[config.mk]
export PLATFORM = sky130hd
export DESIGN_NAME = p2s_rr_arbiter
export DESIGN_NICKNAME = d
export VERILOG_FILES = /design/src/rtl/p2s_rr_arbiter.sv
export SDC_FILE = /design/constraint.sdc
export NUM_CORES = 1
export LEC_CHECK = 0
export CORE_ASPECT_RATIO = 0.7
export CORE_UTILIZATION = 31
export DETAILED_ROUTE_END_ITERATION = 6
export PLACE_DENSITY = 0.61
export SLEW_MARGIN = 20
export SYNTH_ARGS = -nofsm -noshare
export SYNTH_HDL_FRONTEND = slang
export SYNTH_SLANG_ARGS = --single-unit
[constraint.sdc]
create_clock -name clk -period 2.3 [get_ports clk]
set_input_delay 0.23 -clock clk [delete_from_list [all_inputs] [get_ports clk]]
set_output_delay 0.23 -clock clk [all_outputs]
set_load 0.01 [all_outputs]
[src/rtl/p2s_rr_arbiter.sv]
// p2s_rr_arbiter: round-robin arbiter sharing one parallel-to-serial serializer
// between M valid/ready requesters. A granted word is captured into a holding
// register and presented on p_valid/p_data until the serializer takes it. A
// grant may keep the serializer for up to BURST words if the owner stays valid.
module p2s_rr_arbiter #(
  parameter int N     = 8,
  parameter int M     = 4,
  parameter int BURST = 1,
  parameter int CW    = 16
) (
  input  logic                 clk,
  input  logic                 rstn,
  input  logic [M-1:0]         req_valid,
  input  logic [M*N-1:0]       req_data,
  output logic [M-1:0]         req_ready,
  output logic                 p_valid,
  output logic [N-1:0]         p_data,
  input  logic                 p_ready,
  output logic [$clog2(M)-1:0] grant_id,
  output logic                 busy,
  output logic [CW-1:0]        xfer_count
);

  localparam int IW = $clog2(M);
  localparam int BW = $clog2(BURST + 1);
  localparam logic [IW-1:0] LAST_ID   = IW'(M - 1);
  localparam logic [BW-1:0] BURST_MAX = BW'(BURST);
  localparam logic [BW-1:0] BURST_ONE = BW'(1);

  typedef enum logic {
    IDLE,
    HOLD
  } state_t;

  state_t        state;
  logic [IW-1:0] ptr;
  logic [BW-1:0] burst_cnt;
  logic [N-1:0]  data_reg;

  logic          any_valid;
  logic [IW-1:0] winner;
  logic          xfer;
  logic          extend;

  // Rotating-priority search: first valid requester starting at ptr, wrapping at M
  always_comb begin
    int idx;
    idx       = 0;
    any_valid = 1'b0;
    winner    = '0;
    for (int k = 0; k < M; k++) begin
      idx = int'(ptr) + k;
      if (idx >= M) idx = idx - M;
      if (!any_valid && req_valid[idx]) begin
        any_valid = 1'b1;
        winner    = IW'(idx);
      end
    end
  end

  // A transfer in HOLD either continues the burst from the same owner or ends the grant
  always_comb begin
    xfer   = (state == HOLD) && p_ready;
    extend = xfer && (burst_cnt < BURST_MAX) && req_valid[grant_id];
  end

  // Take a word from at most one requester; forced low while reset is asserted
  always_comb begin
    req_ready = '0;
    if (rstn) begin
      if (state == IDLE && any_valid) begin
        req_ready[winner] = 1'b1;
      end else if (extend) begin
        req_ready[grant_id] = 1'b1;
      end
    end
  end

  // Serializer-facing outputs decode straight from registered state so they drop with rstn
  always_comb begin
    p_valid = (state == HOLD);
    busy    = (state == HOLD);
    p_data  = data_reg;
  end

  // Grant/hold state machine with holding register, rotation pointer and transfer counter
  always_ff @(posedge clk or negedge rstn) begin
    if (!rstn) begin
      state      <= IDLE;
      ptr        <= '0;
      burst_cnt  <= '0;
      data_reg   <= '0;
      grant_id   <= '0;
      xfer_count <= '0;
    end else begin
      case (state)
        IDLE: begin
          if (any_valid) begin
            data_reg  <= req_data[winner*N +: N];
            grant_id  <= winner;
            burst_cnt <= BURST_ONE;
            state     <= HOLD;
          end
        end
        HOLD: begin
          if (xfer) begin
            xfer_count <= xfer_count + 1'b1;
            if (extend) begin
              data_reg  <= req_data[grant_id*N +: N];
              burst_cnt <= burst_cnt + 1'b1;
            end else begin
              state     <= IDLE;
              ptr       <= (grant_id == LAST_ID) ? '0 : grant_id + 1'b1;
              burst_cnt <= '0;
            end
          end
        end
        default: begin
          state <= IDLE;
        end
      endcase
    end
  end

  // Grants are exclusive and only ever go to a requester that is offering a word
  always @(posedge clk) begin
    if (rstn) begin
      assert ($onehot0(req_ready));
      assert ((req_ready & ~req_valid) == '0);
    end
  end

endmodule

==> results <==
- The buffer depth of the longest clock path is 2.
- The worst setup path is launched from a flop.
- The design draws 0.00323 W.
- In this run, synthesis produced a sequential element count of 30.
- The worst-case IR drop observed on VDD is 0.504 mV.
- The synthesis warning total is 0.
- The worst hold-check path type is input port to asynchronous set/reset pin.
- After detailed routing, the average wire length per cell comes to ~14 um.
- Summed over all instances, the cell type with the most area after synthesis is dfrtp_1.
- The maximum number of pins on one net before global-route repair is 28.
- The x dimension of the die is 93.8 um.
- The worst reg-to-reg setup slack is about 0.27 ns.
- Counting I/O delays and the setup requirement, the final critical path takes about 2.2 ns.
- For the final database, setup skew stands at 0.00848 ns.
- The number of cells on the worst reg-to-reg path is 6.
- The number of distinct library cell variants in the gate-level netlist after synthesis is 47.
- The repair_antennas step left the layout with diodes totalling 0.
- Summing the areas of all and, or, nand and nor instances in the mapped netlist gives 21.2% of the synthesized area.
- The net count of the mapped netlist is 225.
- Counting flops with an async set or reset pin after synthesis yields a share of 100%.
- The post-detailed-routing wire length is between 5000 and 6000 um.
- The TritonCTS clock tree is done.
- In this run the worst path has a maximum fanout of 4.
- The number of fillers in the final layout is 502.
- Summed over all cells, the static leakage comes to about 1.3 nW.
- Clock-pin slew was measured on the worst setup and hold paths at 0.07 ns.
- The cts-stage hold buffer count is 0.
- The worst slew margin relative to its limit is around 65%.
- Buffers placed on the I/O ports in this run total 70.
- Setup repair after global routing left no endpoint under its margin.
- Setup violations remaining at the end of the flow were counted as 0.
- In the global route stage, overall resource usage came out at approximately 18%.
- Yosys mapped a number of flops with a built-in enable equal to 0.
- The destination of the worst register-to-register timing path is p_data[4].
- Leaving out filler cells and counting taps, the final layout contains roughly 360.
- The floorplan has 22 rows.
- The cell area after technology mapping is 0.00183 sq mm.
- The core occupancy in the finished layout is 54.2%.
- The critical path is of the flop to output port type.
- The first-pass GRT wire length is about 8300 um.
- The global route total overflow is 0.
- The average instance area after synthesis is 10.1 sq um.
- The vertical extent of the die is around 66 um.
- STA classifies the critical path endpoint as an output port.
- The area overhead of the layout relative to synthesis is 61.5%.
- The clock root buffer is clkbuf_8.
- The number of vias after detailed routing is about 1800.
- Once the floorplan was initialized, standard cells occupied roughly a third of the core.
- By area the synthesized netlist is led by dfrtp_1, mux2i_1, nor2_1.
- The final worst-path cycle share is 95.4%.
- The die covers a little over 0.006 sq mm.
- The placed standard-cell area is between 0.002 and 0.003 sq mm.
- The iteration-0 DRC count of the detailed router is 64.
- In the routed layout, each cell is associated on average with a via count of roughly 5.1.
- The placeable core region is roughly 0.0055 sq mm.
- The dominant combinational cell family by area after synthesis is simple AND/OR/NAND/NOR gates.
- The net count of the finished layout is 326.
- The post-synthesis share of cell area spent on xor and xnor gates is ~7%.
- The number of max-cap violations is 0.
- In the post-route analysis, the smallest setup slack over all paths is between 0.1 and 0.15 ns.
- Summed over its instances, the top area cell type makes up 41.1% of the synthesized netlist area.
- Dividing total power by cell area gives a power density of between 1000 and 1500 mW/mm^2.
- The worst register-to-register path begins at ptr[1].
- The placer's final routability congestion estimate is just over 0.9.
- The number of max-slew violations in the final report is 0.
- The via count of the first global-routing pass is 1731.
- OpenSTA, run right after detailed placement, puts the worst setup slack at -0.202 ns.
- The critical path data arrival time is around 2.0 ns.
- The most repeated cell in the gate-level netlist after synthesis is dfrtp_1.
- For this run, design rule violations remaining after detail routing come to 0.
- The clock insertion delay at the later pin of the skew report is between 0.2 and 0.3 ns.
- The wire-length estimate of the detail-placed layout is between 3000 and 4000 um.
- The flow ran to the end, and the final reports show no timing, DRC or antenna violations.
- Pin placement for this block handled 71 I/O pins.
- The number of clock buffers inserted by TritonCTS is 5.
- In the final layout, the multi-input gates occupy 0.00103 sq mm.
- The final cell area excluding filler cells is between 0.002 and 0.003 sq mm.
- The achievable frequency is 456 MHz.
- The share of synthesized cell area in full adder, half adder and majority cells is under 10%.
- The register cell area after layout is 751 sq um.
- The remaining number of nets flagged by the antenna check after routing is 0.
- The compound-gate portion of the synthesized area is 15.3%.
- The pre-antenna-repair detailed-routing pass consisted of 5 iterations.
- The commonest register cell after synthesis is dfrtp_1.
- In this run the number of H-tree levels came out at 2.
- Data on the critical path is required at its endpoint by roughly 2.1 ns.
- The portion of synthesized area spent on multiplexers is between 8 and 9%.
- The number of clock sinks seen by CTS is 30.
- The number of antenna violations at the first check in global routing came to 0.
- The gate count of the mapped netlist is about 180.
- By count the netlist is led by dfrtp_1, nor2_1, a211oi_1, mux2i_1, xnor2_1.
- Cells with a size suffix above 1 make up about 17% of the layout.
- The final number of hold-violating endpoints is 0.
- The number of placed instances with taps included is 347.
- For the pin with the worst max-slew slack, the measured transition is 0.524 ns.
- Sequential cells were found to cover roughly two fifths of the synthesized design area.
-- cell type report --
class | instances | share of cell area [%]
clock inverter | 2 | 2.03
clock buffer | 6 | 2.80
sequential | 30 | 25.4
timing repair buffer | 101 | 31.3
inverter | 5 | 0.636
multi-input combinational | 139 | 34.7
tap | 72 | 3.05
-- routing by layer --
layer	vias up	routed length (um)	track usage (%)	share of wire, %
met1	859	2550	24.7	50
met5	-	0	0	0
li1	871	-	-	-
met3	4	337	5.06	6.6
met2	61	2170	26.3	43
met4	0	33	4.04	0.65
-- cells by family after synthesis --
kind of cell	after synthesis
muxes	13
AOI/OAI and AO/OA	33
and+or+nand+nor	73
buffers and inverters	12
xor gates and xnor gates	15
DFF	30
adders and majority gates	5
-- worst max-delay path by stage --
stage / startpoint / end / slack [ns] / depth (start not counted)
after floorplan: grant_id[0] / req_ready[1] / 0.35 / 5
after global placement: req_valid[2] / req_ready[3] / -0.21 / 7
after detailed placement: req_valid[2] / req_ready[3] / -0.20 / 7
after CTS: grant_id[0] / req_ready[1] / 0.04 / 5
after global routing: grant_id[0] / req_ready[0] / 0.02 / 5
final: grant_id[0] / req_ready[1] / 0.11 / 5
-- state kept, by name, summed over array words and instances (netlist names) --
register and cells:
ptr 2, p_data 8, xfer_count 16, grant_id 2, busy 1, burst_cnt 1
-- through the flow --
stage / hold WS, ns / setup TNS, ns
detailed placement: 0.471 / -1.17
global route: 0.232 / 0
floorplan: -0.0656 / 0
finish: 0.224 / 0
CTS: 0.228 / 0
global placement: 0.456 / -1.12
-- critical path, stage by stage, from the launching register on --
cell,delay [ns]
dfrtp_1,0.38
mux4_2,0.52
and3_4,0.22
and2_0,0.15
o21a_1,0.18
clkdlybuf4s15_1,0.22
-- power by group --
group	leakage, nW	internal [W]	total [W]	switching (W)
combinational	0.822	0.000906	0.00167	0.000767
sequential	0.371	0.000707	0.000886	0.000178
clock	0.0714	0.000462	0.000676	0.000214
total	1.26	0.00208	0.00323	0.00116
-- cells in the final DEF, fill, tap and decap left out, drive strengths merged, types with 2 or more instances in the layout --
cell / Yosys / routed
a211oi: 10 / 10
nand3: 6 / 6
nor4b: 6 / 6
ha: 5 / 5
nand4: 6 / 6
and3: 3 / 3
nand2b: 4 / 4
dlygate4sd2: 0 / 7
dfrtp: 30 / 30
a221oi: 8 / 8
nand2: 8 / 8
bufinv: 0 / 2
mux2i: 9 / 9
o31ai: 2 / 2
nor2: 24 / 24
xor2: 6 / 6
and2: 5 / 5
clkbuf: 2 / 6
a21oi: 3 / 3
buf: 5 / 31
mux2: 3 / 3
inv: 4 / 4
or3: 2 / 2
clkdlybuf4s50: 0 / 62
xnor2: 9 / 9
nor3: 3 / 3
nor2b: 3 / 3
-- what timing repair did --
action | CTS | global route
gates resized for setup | 13 | 1
cloned | 0 | 0
endpoints found under the setup margin | 4 | 1
pin swaps | 0 | 0
hold endpoints to repair | 0 | 0
buffers inserted | 0 | 0
Note: power is estimated with default switching activity, not from simulation.
